$ cat config.mk
export PLATFORM = sky130hd
export DESIGN_NAME = ip_planar_sched_flat
export DESIGN_NICKNAME = d
export VERILOG_FILES = /design/src/rtl/ip_planar_sched_pkg.sv /design/src/rtl/ip_planar_sched_if.sv /design/src/rtl/ip_planar_ref_loader.sv /design/src/rtl/ip_planar_sched.sv /design/src/flat_wrapper.sv
export SDC_FILE = /design/constraint.sdc
export NUM_CORES = 1
export LEC_CHECK = 0
export CAP_MARGIN = 0
export CORE_UTILIZATION = 45
export CTS_BUF_LIST = sky130_fd_sc_hd__clkbuf_4
export DETAILED_ROUTE_END_ITERATION = 8
export GPL_TIMING_DRIVEN = 0
export HOLD_SLACK_MARGIN = 0.12
export PLACE_DENSITY = 0.75
export SLEW_MARGIN = 30
export SYNTH_ARGS = -nofsm -noshare
export SYNTH_HDL_FRONTEND = slang
export SYNTH_HIERARCHICAL = 1
export SYNTH_SLANG_ARGS = --single-unit
export TNS_END_PERCENT = 5
$ cat constraint.sdc
create_clock -name clk -period 3.75 [get_ports clk]
set_input_delay 1.125 -clock clk [delete_from_list [all_inputs] [get_ports clk]]
set_output_delay 1.125 -clock clk [all_outputs]
set_load 0.03 [all_outputs]
$ cat src/rtl/ip_planar_sched_pkg.sv
// Shared types and helpers for the planar intra predictor block scheduler.
package ip_planar_pkg;

    typedef enum logic [2:0] {
        IDLE  = 3'd0,
        LOAD  = 3'd1,
        FLUSH = 3'd2,
        ISSUE = 3'd3,
        WAIT  = 3'd4
    } state_t;

    localparam int          SIZE_FIELD_LSB = 0;
    localparam int          SIZE_FIELD_W   = 3;
    localparam logic [2:0]  SIZE_MIN       = 3'd2;
    localparam logic [2:0]  SIZE_MAX       = 3'd5;
    localparam int          BEAT_W         = 9;

    // N*N/4 output beats for a block of size N = 1 << clamp(s, 2, 5)
    function automatic logic [BEAT_W-1:0] planar_beats(input logic [SIZE_FIELD_W-1:0] s);
        logic [SIZE_FIELD_W-1:0] sc;
        logic [3:0]              shamt;
        if (s < SIZE_MIN) begin
            sc = SIZE_MIN;
        end else if (s > SIZE_MAX) begin
            sc = SIZE_MAX;
        end else begin
            sc = s;
        end
        shamt = {sc, 1'b0} - 4'd2;
        planar_beats = 9'd1 << shamt;
    endfunction

endpackage

$ cat src/rtl/ip_planar_sched_if.sv
// Handshake and memory-port bundle between the scheduler and its environment.
interface ip_planar_sched_if #(
    parameter int CONF_W = 20,
    parameter int DATA_W = 32,
    parameter int ADDR_W = 6
);
    logic [CONF_W-1:0] req_conf_dat;
    logic              req_vld;
    logic              req_rdy;
    logic [DATA_W-1:0] ref_dat;
    logic              ref_last;
    logic              ref_vld;
    logic              ref_rdy;
    logic              wren;
    logic [ADDR_W-1:0] wraddress;
    logic [DATA_W-1:0] wdata;
    logic [CONF_W-1:0] conf_out_dat;
    logic              conf_out_vld;
    logic              conf_out_rdy;
    logic              pred_mon_vld;
    logic              pred_mon_rdy;
    logic              busy;
    logic              done;
    logic              err_ovf;

    modport slave (
        input  req_conf_dat, req_vld, ref_dat, ref_last, ref_vld,
               conf_out_rdy, pred_mon_vld, pred_mon_rdy,
        output req_rdy, ref_rdy, wren, wraddress, wdata,
               conf_out_dat, conf_out_vld, busy, done, err_ovf
    );

    modport master (
        output req_conf_dat, req_vld, ref_dat, ref_last, ref_vld,
               conf_out_rdy, pred_mon_vld, pred_mon_rdy,
        input  req_rdy, ref_rdy, wren, wraddress, wdata,
               conf_out_dat, conf_out_vld, busy, done, err_ovf
    );
endinterface

$ cat src/rtl/ip_planar_ref_loader.sv
// Reference word writer: address counter, registered memory write port and overflow flag.
module ip_planar_ref_loader #(
    parameter int DATA_W = 32,
    parameter int ADDR_W = 6
) (
    input  logic              clk,
    input  logic              arst,
    input  logic              clr,
    input  logic              en,
    input  logic              ref_vld,
    input  logic              ref_last,
    input  logic [DATA_W-1:0] ref_dat,
    output logic              wren,
    output logic [ADDR_W-1:0] wraddress,
    output logic [DATA_W-1:0] wdata,
    output logic              err_ovf,
    output logic              last_acc
);
    localparam int CNT_W = ADDR_W + 1;

    logic [CNT_W-1:0] addr;
    logic             acc;
    logic             full;

    assign acc      = en & ref_vld;
    assign full     = addr[ADDR_W];
    assign last_acc = acc & ref_last;

    // Once the top address is used the counter parks at full; extra words only raise err_ovf
    always_ff @(posedge clk or posedge arst) begin
        if (arst) begin
            addr      <= '0;
            wren      <= 1'b0;
            wraddress <= '0;
            wdata     <= '0;
            err_ovf   <= 1'b0;
        end else if (clr) begin
            addr    <= '0;
            wren    <= 1'b0;
            err_ovf <= 1'b0;
        end else if (acc) begin
            if (full) begin
                wren    <= 1'b0;
                err_ovf <= 1'b1;
            end else begin
                wren      <= 1'b1;
                wraddress <= addr[ADDR_W-1:0];
                wdata     <= ref_dat;
                addr      <= addr + CNT_W'(1);
            end
        end else begin
            wren <= 1'b0;
        end
    end

endmodule

$ cat src/rtl/ip_planar_sched.sv
// Planar predictor block scheduler: loads reference memory, issues the conf word,
// then counts predictor output beats until the block is complete.
module ip_planar_sched
    import ip_planar_pkg::*;
#(
    parameter int CONF_W   = 20,
    parameter int DATA_W   = 32,
    parameter int ADDR_W   = 6,
    parameter int SIZE_LSB = SIZE_FIELD_LSB
) (
    input  logic            clk,
    input  logic            arst,
    ip_planar_sched_if.slave bus
);
    state_t              state;
    logic [CONF_W-1:0]   conf_q;
    logic [BEAT_W-1:0]   beats;
    logic [BEAT_W-1:0]   beat_cnt;
    logic                done_q;
    logic                req_acc;
    logic                last_acc;
    logic                beat;

    // req_rdy is held low for as long as reset is asserted
    assign bus.req_rdy      = (state == IDLE) & ~arst;
    assign bus.ref_rdy      = (state == LOAD);
    assign bus.conf_out_vld = (state == ISSUE);
    assign bus.conf_out_dat = conf_q;
    assign bus.busy         = (state != IDLE);
    assign bus.done         = done_q;

    assign req_acc = bus.req_vld & bus.req_rdy;
    assign beat    = bus.pred_mon_vld & bus.pred_mon_rdy;

    ip_planar_ref_loader #(
        .DATA_W (DATA_W),
        .ADDR_W (ADDR_W)
    ) u_loader (
        .clk       (clk),
        .arst      (arst),
        .clr       (req_acc),
        .en        (state == LOAD),
        .ref_vld   (bus.ref_vld),
        .ref_last  (bus.ref_last),
        .ref_dat   (bus.ref_dat),
        .wren      (bus.wren),
        .wraddress (bus.wraddress),
        .wdata     (bus.wdata),
        .err_ovf   (bus.err_ovf),
        .last_acc  (last_acc)
    );

    // Block sequencing FSM; predictor beats are only counted while in WAIT
    always_ff @(posedge clk or posedge arst) begin
        if (arst) begin
            state    <= IDLE;
            conf_q   <= '0;
            beats    <= '0;
            beat_cnt <= '0;
            done_q   <= 1'b0;
        end else begin
            done_q <= 1'b0;
            case (state)
                IDLE: begin
                    if (req_acc) begin
                        conf_q <= bus.req_conf_dat;
                        beats  <= planar_beats(bus.req_conf_dat[SIZE_LSB +: SIZE_FIELD_W]);
                        state  <= LOAD;
                    end
                end
                LOAD: begin
                    if (last_acc) begin
                        state <= FLUSH;
                    end
                end
                FLUSH: begin
                    state <= ISSUE;
                end
                ISSUE: begin
                    if (bus.conf_out_rdy) begin
                        beat_cnt <= '0;
                        state    <= WAIT;
                    end
                end
                WAIT: begin
                    if (beat) begin
                        if (beat_cnt == beats - 9'd1) begin
                            state  <= IDLE;
                            done_q <= 1'b1;
                        end else begin
                            beat_cnt <= beat_cnt + 9'd1;
                        end
                    end
                end
                default: begin
                    state <= IDLE;
                end
            endcase
        end
    end

endmodule

$ cat src/flat_wrapper.sv
// flat-port wrapper written by rule: the top's interface ports become plain ports
module ip_planar_sched_flat import ip_planar_pkg::*;
#(
    parameter int CONF_W   = 20,
    parameter int DATA_W   = 32,
    parameter int ADDR_W   = 6,
    parameter int SIZE_LSB = SIZE_FIELD_LSB
)
  (clk, arst, bus_req_conf_dat, bus_req_vld, bus_ref_dat, bus_ref_last, bus_ref_vld, bus_conf_out_rdy, bus_pred_mon_vld, bus_pred_mon_rdy, bus_req_rdy, bus_ref_rdy, bus_wren, bus_wraddress, bus_wdata, bus_conf_out_dat, bus_conf_out_vld, bus_busy, bus_done, bus_err_ovf);
  ip_planar_sched_if #(.CONF_W(CONF_W), .DATA_W(DATA_W), .ADDR_W(ADDR_W)) bus_i ();
  input  logic clk;
  input  logic arst;
  input wire logic [$bits(bus_i.req_conf_dat)-1:0] bus_req_conf_dat;
  input wire logic [$bits(bus_i.req_vld)-1:0] bus_req_vld;
  input wire logic [$bits(bus_i.ref_dat)-1:0] bus_ref_dat;
  input wire logic [$bits(bus_i.ref_last)-1:0] bus_ref_last;
  input wire logic [$bits(bus_i.ref_vld)-1:0] bus_ref_vld;
  input wire logic [$bits(bus_i.conf_out_rdy)-1:0] bus_conf_out_rdy;
  input wire logic [$bits(bus_i.pred_mon_vld)-1:0] bus_pred_mon_vld;
  input wire logic [$bits(bus_i.pred_mon_rdy)-1:0] bus_pred_mon_rdy;
  output wire logic [$bits(bus_i.req_rdy)-1:0] bus_req_rdy;
  output wire logic [$bits(bus_i.ref_rdy)-1:0] bus_ref_rdy;
  output wire logic [$bits(bus_i.wren)-1:0] bus_wren;
  output wire logic [$bits(bus_i.wraddress)-1:0] bus_wraddress;
  output wire logic [$bits(bus_i.wdata)-1:0] bus_wdata;
  output wire logic [$bits(bus_i.conf_out_dat)-1:0] bus_conf_out_dat;
  output wire logic [$bits(bus_i.conf_out_vld)-1:0] bus_conf_out_vld;
  output wire logic [$bits(bus_i.busy)-1:0] bus_busy;
  output wire logic [$bits(bus_i.done)-1:0] bus_done;
  output wire logic [$bits(bus_i.err_ovf)-1:0] bus_err_ovf;
  assign bus_i.req_conf_dat = bus_req_conf_dat;
  assign bus_i.req_vld = bus_req_vld;
  assign bus_i.ref_dat = bus_ref_dat;
  assign bus_i.ref_last = bus_ref_last;
  assign bus_i.ref_vld = bus_ref_vld;
  assign bus_i.conf_out_rdy = bus_conf_out_rdy;
  assign bus_i.pred_mon_vld = bus_pred_mon_vld;
  assign bus_i.pred_mon_rdy = bus_pred_mon_rdy;
  assign bus_req_rdy = bus_i.req_rdy;
  assign bus_ref_rdy = bus_i.ref_rdy;
  assign bus_wren = bus_i.wren;
  assign bus_wraddress = bus_i.wraddress;
  assign bus_wdata = bus_i.wdata;
  assign bus_conf_out_dat = bus_i.conf_out_dat;
  assign bus_conf_out_vld = bus_i.conf_out_vld;
  assign bus_busy = bus_i.busy;
  assign bus_done = bus_i.done;
  assign bus_err_ovf = bus_i.err_ovf;
  ip_planar_sched #(.CONF_W(CONF_W), .DATA_W(DATA_W), .ADDR_W(ADDR_W), .SIZE_LSB(SIZE_LSB)) u_core (.clk(clk), .arst(arst), .bus(bus_i));
endmodule
# Word level (Yosys, flattened, before mapping)
# Cells that the tools add are included.
# Widths: inputs -> output; s select.
word_totals:
  output_inout_bits: 65
  regBits: 89
  input_bits: 60
op_classes:
  muxes: 26
  add_sub_neg: 4
  eq_ne: 12
  reduce_logical: 11
  order_cmp: 2
  n_bitwise: 8
  shift: 1
op_table:
  columns: ["operator", "count"]
  rows:
  - ["$mux 3", 9]
  - ["$mux 9", 3]
  - ["$mux 7", 3]
  - ["$pmux 9 s2", 1]
  - ["$pmux 3 s5", 1]
  - ["$ne 2x1->1 const B", 5]
  - ["$add 9x1->9 const B", 1]
  - ["$eq 9x9->1", 1]
  - ["$mux 1", 9]
  - ["$shl 1x4->9 const A", 1]
  - ["$sub 9x1->9 const B", 1]
  - ["$add 7x1->7 const B", 1]
  - ["$eq 3x2->1 const B", 2]
  - ["$reduce_and 2->1", 3]
  - ["$reduce_bool 2->1", 3]
  - ["$and 1x1->1", 5]
  - ["$reduce_and 5->1", 1]
  - ["$ne 2x2->1 const B", 2]
  - ["$reduce_and 4->1", 1]
  - ["$sub 4x2->4 const B", 1]
  - ["$eq 3x1->1 const B", 1]
  - ["$eq 3x3->1 const B", 1]
  - ["$gt 3x3->1 const B", 1]
  - ["$logic_not 3->1", 1]
  - ["4 further kinds", 6]

# Longest topological paths before layout
logic_depth:
  word_depth: 7
  ltp_mapped: 10
  ltp_nobuf: 8

# Modules after synthesis
# Netlist, hierarchy kept.
modules_own_cells:
  columns: ["mod", "cells_each", "area_each_um2", "instances"]
  rows:
  - ["ip_planar_ref_loader", 121, 1858.0, 1]
  - ["ip_planar_sched", 162, 1831.8, 1]

# Worst setup path after synthesis
# Ideal clock, no wire load.
synth_timing:
  kind: "input-to-reg"
  start: "in arst"
  end: "reg u_core.u_loader.wraddress[0]"
  cell_stages: 9
  setup_ns: 0.127
  path_slack_ns: 0.672
  t_arrival_ns: 2.951
  cell_sequence: "nor2_1 -> nand2_1 -> inv_2 -> buf_4 -> buf_2 -> nor3_4 -> buf_6 -> buf_6 -> mux2_1"
synth_via:
  elab_chain_cells: 5
synth_rtl:
  columns: ["element", "line_no", "rtl"]
  rows:
  - ["start, declared", "flat_wrapper.sv:12", "input logic arst;"]
  - ["$not 1->1", "ip_planar_sched.sv:25", "assign bus.req_rdy = (state == IDLE) & ~arst;"]
  - ["$and 1x1->1", "ip_planar_sched.sv:25", null]
  - ["$and 1x1->1", "ip_planar_sched.sv:32", "assign req_acc = bus.req_vld & bus.req_rdy;"]
  - ["net u_core.req_acc", "ip_planar_sched.sv:20", "logic req_acc;"]
  - ["$not 1->1 (no line)", null, null]
  - ["$reduce_and 3->1 (no line)", null, null]
  - ["end signal, assigned", "ip_planar_ref_loader.sv:47", "wraddress <= addr[ADDR_W-1:0];"]
  - ["end, declared", "ip_planar_ref_loader.sv:14", "output logic [ADDR_W-1:0] wraddress,"]
# The timed path passes the listed nets, and every way through them passes these cells.
# A chain may end at the register's enable or synchronous reset.

# Worst setup path after layout
layout_timing:
  start: "in arst"
  end: "out bus_req_rdy"
layout_via:
  elab_chain_cells: 2
layout_rtl:
  columns: ["element", "line_no", "rtl"]
  rows:
  - ["$not 1->1", "ip_planar_sched.sv:25", null]
  - ["$and 1x1->1", "ip_planar_sched.sv:25", null]
  - ["end, declared", "flat_wrapper.sv:21", "output wire logic [$bits(bus_i.req_rdy)-1:0] bus_req_rdy;"]
# Every way passes these cells.

==> flow_summary.yaml <==
worst_setup_path:
  path_depth: 3
  critical_path_class: "input port to output pin"
  start_kind: "input port"
  slowest_stage: "clkdlybuf4s50_1"
  reg2reg_depth: 10
  path_buf_inv: 2
  cpLargestDelayFamily: "buffers and inverters"
  required_ns: 2.62
  arrival_ns: 2.34
  cp_max_fo: 3
  path_cells: "clkdlybuf4s50_1 -> nor2_1 -> dlygate4sd2_1"
  slowest_delay_ns: 0.49
  endpoint_kind: "output pin"
die:
  die_area_sq_um: 8570
  start_util: 0.470
  dieHeight_um: 92.6
  die_w_um: 92.6
  coreArea_sq_um: 7850
  pin_count: 125
  rows: 32
grt:
  grt_max_degree: 48
  grt_pass1_wl_um: 12800
  grt_antenna_before_repair: 0
  grt.total_usage: 0.191
  grt_pass1_vias: 2680
  globalRouteOverflowTotal: 0
drt:
  dr.pass1.iters: 4
  drt_iter0_drc: 107
  avgViaCountPerCell: 5.21
  vias: 2739
  wl_um: 7890
  route.detailed.drc: 0
  detail-route-antenna-nets: 0
  drt-wirelength-per-cell_um: 15.0
clock_tree:
  cts_tree: "built"
  cts_root_buf: "clkbuf_4"
  htreeDepth: 3
  cts_buffer_depth: 2
  cts_made_buffers: 9
  clock_latency_ns: 0.41
  clock_sinks: 85
  clk_pin_slew_ns: 0.13
synth:
  syn_avg_cell_area_sq_um: 13.0
  synth-compound-area-share: 0.0699
  syn_inst: 283
  synth.top_cell.area_share: 0.576
  synth.distinct_cells: 45
  yosys.cell_count.top_type: "dfrtp_1"
  ys.flop_type: "dfrtp_1"
  synth_top_family_by_area: "multiplexers"
  ys_seq_elements: 85
  synth-async-reset-ratio: 1.00
  yosysTopAreaCell: "dfrtp_1"
  ys_seq_area_frac: 0.576
  yosys.area_share.simple: 0.116
  syn_area_sq_um: 3690
  synth_warnings: 6
  synth_mux_area_frac: 0.180
  yosys-top-cells-area: "dfrtp_1 (58%), mux2_2 (15%), mux2_1 (2.7%)"
  syn-num-nets: 346
  synth-xor-area-share: 0.0190
  synthAdderAreaFrac: 0.0102
  synth_common_cells: "dfrtp_1 (85), mux2_2 (49), nand2_1 (15)"
  synth_edf_count: 0
placement:
  gp_congestion: 0.803
  dpl.hpwl_um: 5830
  dp_slack_ns: -0.0111
  port_buffers: 124
  placed_cells: 510
cells_and_area:
  area_growth_pct: 42.2
  final_cells: 526
  final_nets: 482
  drive_gt1_frac: 0.224
  postLayoutCoreUtil: 0.669
  n_antenna_cell: 0
  nFillCells: 642
pwr:
  power_leakage_nw: 2.23
  power.density_nw_per_um2: 818
  finalPower_mw: 4.29
  vdd_drop_max_v: 0.000509
timing:
  finalMaxSlewViolations: 0
  whs_ns: 0.501
  post-route-min-period_ns: 3.47
  report.final.setup_viol: 0
  slew_headroom: 0.616
  rsz0062_at_grt: "false"
  setup_ws_ns: 0.282
  fin_skew_ns: 0.0260
  period_share: 0.925
  worstMarginPinSlew_ns: 0.576
  finalHoldViolCount: 0
  max_freq_mhz: 288
run:
  maxCapViolCount: 0
min_path:
  holdPathStages: 1
  hold_path.class: "flop to flop"
status:
  status: "finished clean"
==> routing by layer <==
layer / vias up / global-route usage / wire length [um]
met5: - / 0 / 0
met4: 0 / 0.0781 / 155
met3: 11 / 0.0411 / 391
met2: 76 / 0.317 / 4010
met1: 1357 / 0.241 / 3340
li1: 1295 / - / -
==> final cells by class <==
type                       count  area, sq um  area share
inverter                       6         25.0     0.00477
clock buffer                  10         75.1      0.0143
buffer                        10         85.1      0.0162
sequential                    85         2130       0.405
clock inverter                 6         87.6      0.0167
timing repair buffer         125         1260       0.240
multi-input combinational    182         1460       0.278
tap                          102          128      0.0243
==> through the flow <==
step,instance area (sq um),setup TNS [ns]
6_report,5250,0
4_1_cts,5240,0
5_1_grt,5250,0
3_5_place_dp,5080,-0.0111
2_1_floorplan,3690,0
3_3_place_gp,5060,0
==> path summary, 6_finish.rpt <==
check                                    startpoint                   endpoint  slack (ns)
max                                            arst                bus_req_rdy        0.28
min                        u_core/u_loader/wdata[0]   u_core/u_loader/wdata[0]        0.50
max reg2reg                         u_core/state[1]   u_core/u_loader/wdata[1]        0.98
min reg2reg                u_core/u_loader/wdata[0]   u_core/u_loader/wdata[0]        0.50
max in group asynchronous                      arst  u_core/u_loader/wdata[29]        2.15
min in group asynchronous                      arst         u_core/beat_cnt[4]        1.08
==> worst register-to-register path: cells and delay by family (launching register included) <==
| kind | cells | cell delay [ns] |
|---|---|---|
| and+or+nand+nor | 4 | 0.93 |
| buffers and inverters | 5 | 0.95 |
| DFF | 1 | 0.46 |
| muxes | 1 | 0.32 |
==> placed cells by master, fill, tap and decap left out, drive strengths merged, types with 6 or more instances in the layout <==
cell type	Yosys	routed
o21ai	14	14
nand3	9	9
a21oi	13	13
and3	6	6
mux2	58	58
dfrtp	85	85
nand2	18	18
nor2	9	9
clkbuf	0	10
or3	7	7
buf	10	11
clkdlybuf4s50	0	123
inv	6	6
==> power breakdown <==
group          internal (mW)  switching [mW]  total [mW]
logic                   1.04            1.17        2.21
registers               1.28           0.221        1.50
clock network          0.277           0.306       0.583
total                   2.59            1.70        4.29
==> sequential cells by signal (all words and copies together) (netlist names), 3 cells and up <==
signal,count
u_core/beat_cnt,9
u_core/beats,5
u_core/bus.conf_out_dat,20
u_core/u_loader/wdata,32
u_core/state,3
u_core/u_loader/addr,7
u_core/u_loader/wraddress,6
==> what timing repair did <==
item / in CTS / in global routing
gates resized for setup: 1 / 0
endpoints found under the hold margin: 0 / 0
buffers inserted: 0 / 0
hold buffers: 0 / 0
setup endpoints to repair: 1 / 0
==> cell families (layout without fill, tap and decap cells) <==
logic type	Yosys count	after routing
compound gates	40	40
simple gates	72	72
mux	59	59
xor+xnor	8	8
buf+inv	16	157
fa+ha+maj	3	3
flops	85	85
Power figures use the tool's default switching activity.
